<file path="src/rtl/s820_bist_pkg.sv">
// Shared BIST definitions for the s820 wrapper: compactor FSM states and the
// default signature constants also used by the upstream LFSR pattern generator.
package s820_bist_pkg;

    typedef enum logic [1:0] {
        ST_IDLE = 2'd0,
        ST_RUN  = 2'd1,
        ST_CMP  = 2'd2
    } state_t;

    localparam int          DEF_SIG_W = 24;
    localparam logic [23:0] DEF_POLY  = 24'hE10000;
    localparam logic [23:0] DEF_SEED  = 24'h000000;

endpackage

</file>
<file path="src/rtl/misr_core.sv">
// Multiple-input signature register: shift left, fold the polynomial in on MSB
// carry-out, then XOR the zero-extended response word into the low bits.
module misr_core #(
    parameter int               WIDTH = 19,
    parameter int               SIG_W = 24,
    parameter logic [SIG_W-1:0] POLY  = 24'hE10000,
    parameter logic [SIG_W-1:0] SEED  = 24'h000000
) (
    input  logic             clk,
    input  logic             rst_n,
    input  logic             load,
    input  logic             en,
    input  logic [WIDTH-1:0] resp,
    output logic [SIG_W-1:0] sig
);

    logic [SIG_W-1:0] sig_q;
    logic [SIG_W-1:0] sig_d;
    logic [SIG_W-1:0] resp_ext;
    logic [SIG_W-1:0] feedback;

    genvar gi;
    generate
        for (gi = 0; gi < SIG_W; gi++) begin : g_bit
            if (gi < WIDTH) begin : g_resp
                assign resp_ext[gi] = resp[gi];
            end else begin : g_pad
                assign resp_ext[gi] = 1'b0;
            end
            assign feedback[gi] = sig_q[SIG_W-1] & POLY[gi];
        end
    endgenerate

    always_comb begin
        sig_d = sig_q;
        if (load) begin
            sig_d = SEED;
        end else if (en) begin
            sig_d = {sig_q[SIG_W-2:0], 1'b0} ^ feedback ^ resp_ext;
        end
    end

    always_ff @(posedge clk or negedge rst_n) begin
        if (!rst_n) begin
            sig_q <= '0;
        end else begin
            sig_q <= sig_d;
        end
    end

    assign sig = sig_q;

endmodule

</file>
<file path="src/rtl/s820_misr_compactor.sv">
// Output-response compactor for the s820 core: sequences a counted MISR run
// under a START/DONE handshake and compares the final signature to a golden value.
module s820_misr_compactor
    import s820_bist_pkg::*;
#(
    parameter int               WIDTH = 19,
    parameter int               SIG_W = DEF_SIG_W,
    parameter logic [SIG_W-1:0] POLY  = DEF_POLY,
    parameter logic [SIG_W-1:0] SEED  = DEF_SEED,
    parameter int               CNT_W = 16
) (
    input  logic             CK,
    input  logic             RSTN,
    input  logic             START,
    input  logic             ABORT,
    input  logic [CNT_W-1:0] LEN,
    input  logic [WIDTH-1:0] RESP,
    input  logic             RESP_VALID,
    input  logic [SIG_W-1:0] EXP_SIG,
    output logic             BUSY,
    output logic             DONE,
    output logic             PASS,
    output logic [SIG_W-1:0] SIG
);

    localparam logic [CNT_W-1:0] CNT_ONE = CNT_W'(1);

    state_t           state_q, state_d;
    logic [CNT_W-1:0] cnt_q, cnt_d;
    logic             busy_q, busy_d;
    logic             done_q, done_d;
    logic             pass_q, pass_d;
    logic             sig_load;
    logic             sig_en;

    misr_core #(
        .WIDTH (WIDTH),
        .SIG_W (SIG_W),
        .POLY  (POLY),
        .SEED  (SEED)
    ) u_misr (
        .clk   (CK),
        .rst_n (RSTN),
        .load  (sig_load),
        .en    (sig_en),
        .resp  (RESP),
        .sig   (SIG)
    );

    // ABORT is checked first in every state so it wins over START and capture.
    always_comb begin
        state_d  = state_q;
        cnt_d    = cnt_q;
        done_d   = 1'b0;
        pass_d   = pass_q;
        sig_load = 1'b0;
        sig_en   = 1'b0;
        case (state_q)
            ST_IDLE: begin
                if (ABORT) begin
                    pass_d = 1'b0;
                end else if (START) begin
                    sig_load = 1'b1;
                    cnt_d    = LEN;
                    pass_d   = 1'b0;
                    state_d  = (LEN == '0) ? ST_CMP : ST_RUN;
                end
            end
            ST_RUN: begin
                if (ABORT) begin
                    pass_d  = 1'b0;
                    state_d = ST_IDLE;
                end else if (RESP_VALID) begin
                    sig_en = 1'b1;
                    cnt_d  = cnt_q - CNT_ONE;
                    if (cnt_q == CNT_ONE) begin
                        state_d = ST_CMP;
                    end
                end
            end
            ST_CMP: begin
                state_d = ST_IDLE;
                if (ABORT) begin
                    pass_d = 1'b0;
                end else begin
                    done_d = 1'b1;
                    pass_d = (SIG == EXP_SIG);
                end
            end
            default: begin
                state_d = ST_IDLE;
            end
        endcase
        busy_d = (state_d != ST_IDLE);
    end

    always_ff @(posedge CK or negedge RSTN) begin
        if (!RSTN) begin
            state_q <= ST_IDLE;
            cnt_q   <= '0;
            busy_q  <= 1'b0;
            done_q  <= 1'b0;
            pass_q  <= 1'b0;
        end else begin
            state_q <= state_d;
            cnt_q   <= cnt_d;
            busy_q  <= busy_d;
            done_q  <= done_d;
            pass_q  <= pass_d;
        end
    end

    assign BUSY = busy_q;
    assign DONE = done_q;
    assign PASS = pass_q;

endmodule
</file>
<file path="config.mk">
export PLATFORM = sky130hd
export DESIGN_NAME = s820_misr_compactor
export DESIGN_NICKNAME = d
export VERILOG_FILES = /design/src/rtl/s820_bist_pkg.sv /design/src/rtl/misr_core.sv /design/src/rtl/s820_misr_compactor.sv
export SDC_FILE = /design/constraint.sdc
export NUM_CORES = 1
export LEC_CHECK = 0
export BUFFER_PORTS_ARGS = -buffer_cell sky130_fd_sc_hd__buf_4
export CORE_MARGIN = 2
export CORE_UTILIZATION = 54
export DETAILED_ROUTE_END_ITERATION = 8
export HOLD_SLACK_MARGIN = 0.02
export PLACE_DENSITY = 0.82
export SLEW_MARGIN = 20
export SYNTH_ARGS = -nofsm -noshare
export SYNTH_HDL_FRONTEND = slang
export SYNTH_SLANG_ARGS = --single-unit
</file>
<file path="constraint.sdc">
create_clock -name CK -period 3.8 [get_ports CK]
set_clock_uncertainty 0.2 [all_clocks]
set_input_delay 0.76 -clock CK [delete_from_list [all_inputs] [get_ports CK]]
set_output_delay 0.76 -clock CK [all_outputs]
set_load 0.03 [all_outputs]
</file>
==> results.md <==
- Post-CTS sizing: 0
- Total power: 1620 uW
- Clock latency on the worst-skew pair: 0.30 ns
- WP data arrival: 2.39 ns
- Die area: 0.00549 mm^2
- Seq/Total Area, Yosys: 42.5%
- DRC: 0
- Critical-path maximum fanout: 8
- Ant diodes: 0
- CP Launch Type: flip-flop
- WS Path Type: reg2reg
- DRT Pass-1 Iters: 4
- CTS tree: done
- Share of layout cells above drive strength 1: 30.9%
- Leakage power: 0.00164 uW
- I/O pins: 91
- Crit share post-route: 63.3%
- Antenna-violating nets left: 0
- Hold WS: 0.246 ns
- Min cycle time layout: 2.41 ns
- Status: complete, no violations
- Clock share of power: 23.5%
- Crit path largest cell delay: 0.56 ns
- Internal power: 1030 uW
- Port bufs: 90
- Most frequent cells in the layout: buf_4, dfrtp_1, xor2_1
- Post-synth EDFFs: 0
- FMAX: 416 MHz
- Final Hold Fails: 0
- Register area: 0.00113 mm^2
- Routed WL per cell: 16.6 um
- Switching power: 588 uW
- Core Box Area: 0.00472 mm^2
- Fin cells: 423
- Filler cells: 350
- Flop pwr share: 43.7%
- # clock sinks: 45
- NumNets Final: 421
- Syn_area_per_cell: 9.75 um^2
- Placed insts: 415
- Final Slew Violations: 0
- Final instance area: 0.00349 mm^2
- Cts hold-fix bufs: 0
- DR iter-0 viols: 153
- RD Place Congestion: 0.868
- Measured slew at the worst slew-check pin: 0.707 ns
- Largest net degree at the start of global routing: 46
- Cell family with most CP delay: simple AND/OR/NAND/NOR gates
- Starting Density: 56.2%
- Setup TNS: 0 ns
- Slew Limit Headroom: 52.4%
- Tot GR Track Use: 27.0%
- Number of synthesis warnings: 0
- CTS H-tree depth: 2
- Die Y: 74.1 um
- Commonest non-fill, non-tap cell in the layout: buf_4
- Dpl cell area: 0.00337 mm^2
- Die width: 74.1 um
- Mapped Cells: 272
- Sw frac: 36.3%
- VDD IR max: 0.000266 V
- Vias in the first global route: 2299
- Vias: 2434
- Crit-path cells: inv_1, ha_1, or3b_2, or4_4, o311ai_2, nand3_1
- Multi-input gate area: 0.00145 mm^2
- Clock tree buffer depth: 2
- Worst hold path class: in2async
- Area grow syn2layout: 31.7%
- First-pass GRT wire length: 11200 um
- Comb pwr share: 32.7%
- CP max stage cell: or3b_2
- Routed wire length: 7020 um
- # rows: 25
- CTS Buf Count: 5
- Flops & latches, synth: 45
- Final setup violation count: 0
- DP HPWL: 5160 um
- Pwr Density: 464 mW/mm^2
- Root Buffer Master: clkbuf_8
- Req. time, crit path: 3.79 ns
- Mapped Area: 0.00265 mm^2
- Setup bufs post-CTS: 0
- Nature of the critical path endpoint: flip-flop
- Unrepaired setup endpoints after global routing: no
- Synth cell types: 46
- Post-Syn Nets: 338
- CP bufs+invs: 1
- Synth async-reset ratio: 100%
- Grt ovf: 0
- Ys flop type: dfrtp_1
- Initial antenna violation count: 0
- MaxCap Viol Count: 0
- Clk pin slew, worst setup/hold paths: 0.09 ns
- Vias/cell: 5.75
path summary, 6_finish.rpt:
kind / depth (start not counted) / endpoint / from / slack, ns
max in group asynchronous: 1 / state_q[0] / RSTN / 2.76
worst max register to register: 6 / cnt_q[14] / cnt_q[0] / 1.39
worst min register to register: 1 / cnt_q[10] / cnt_q[10] / 0.35
min in group CK: 1 / cnt_q[10] / cnt_q[10] / 0.35
worst min-delay path: 1 / u_misr.sig[17] / RSTN / 0.25
worst max-delay path: 6 / cnt_q[14] / cnt_q[0] / 1.39
cells by family after synthesis:
group           after synthesis  synth area share (%)
simple gates                 85                  18.1
compound gates               72                  19.9
xor+xnor                     46                  15.2
flops                        45                  42.5
buf+inv                      21                  3.07
fa+ha+maj                     2                 0.943
mux                           1                 0.377
cell usage after synthesis (2+ instances only):
| library cell | number | area [um^2] |
|---|---|---|
| a22o_1 | 19 | 166 |
| o21ai_0 | 10 | 50.1 |
| a2bb2oi_1 | 4 | 35.0 |
| or3b_2 | 2 | 17.5 |
| nor2_1 | 20 | 75.1 |
| o22ai_1 | 6 | 37.5 |
| buf_2 | 2 | 10.0 |
| or3_1 | 2 | 12.5 |
| nor4_1 | 13 | 81.3 |
| inv_1 | 3 | 11.3 |
| buf_1 | 3 | 11.3 |
| a22oi_1 | 2 | 15.0 |
| clkbuf_1 | 13 | 48.8 |
| o2bb2ai_1 | 3 | 26.3 |
| ha_1 | 2 | 25.0 |
| xor2_1 | 38 | 333 |
| xnor2_1 | 8 | 70.1 |
| o211ai_1 | 2 | 15.0 |
| nor3b_1 | 4 | 30.0 |
| a21oi_1 | 11 | 55.1 |
| a211oi_1 | 3 | 22.5 |
| nand2b_1 | 2 | 12.5 |
| a31oi_1 | 2 | 12.5 |
| dfrtp_1 | 45 | 1130 |
| or4_4 | 2 | 22.5 |
| nand4_1 | 6 | 37.5 |
| nor3_1 | 6 | 30.0 |
| nand2_1 | 13 | 48.8 |
| or4_1 | 3 | 22.5 |
| nand3_1 | 7 | 35.0 |
final cells by class:
class | instances | area share, %
repair buffers | 94 | 20.2
well taps | 67 | 2.40
inverters | 3 | 0.322
clock inverters | 2 | 1.07
flip-flops and latches | 45 | 32.2
multi-input cells | 206 | 41.4
clock buffers | 6 | 2.36
power by group through the flow:
stage / Clock [uW] / Combinational (uW) / Sequential (uW)
2_1_floorplan: 0 / 281 / 749
3_3_place_gp: 0 / 517 / 708
3_5_place_dp: 0 / 530 / 711
4_1_cts: 383 / 531 / 705
5_1_grt: 400 / 576 / 726
6_report: 381 / 530 / 709
stage by stage:
| stage | setup WS (ns) | util [%] |
|---|---|---|
| final | 1.39 | 73.9 |
| after global routing | 1.28 | 73.9 |
| after detailed placement | 1.27 | 71.4 |
| after CTS | 1.40 | 73.9 |
| after floorplan | 1.49 | - |
| after global placement | 1.31 | 71.4 |
per-layer routing:
metal	vias up	GRT usage (%)	wire (um)
li1	1164	-	-
met1	1177	38.3	3120
met2	81	42.3	3380
met3	12	4.74	412
met4	0	8.89	113
met5	-	0	0
sequential cells by signal, indices dropped and copies added (netlist names):
register,count
PASS,1
DONE,1
cnt_q,16
BUSY,1
u_misr.sig,24
state_q,2
Note: power is estimated with default switching activity, not from simulation.
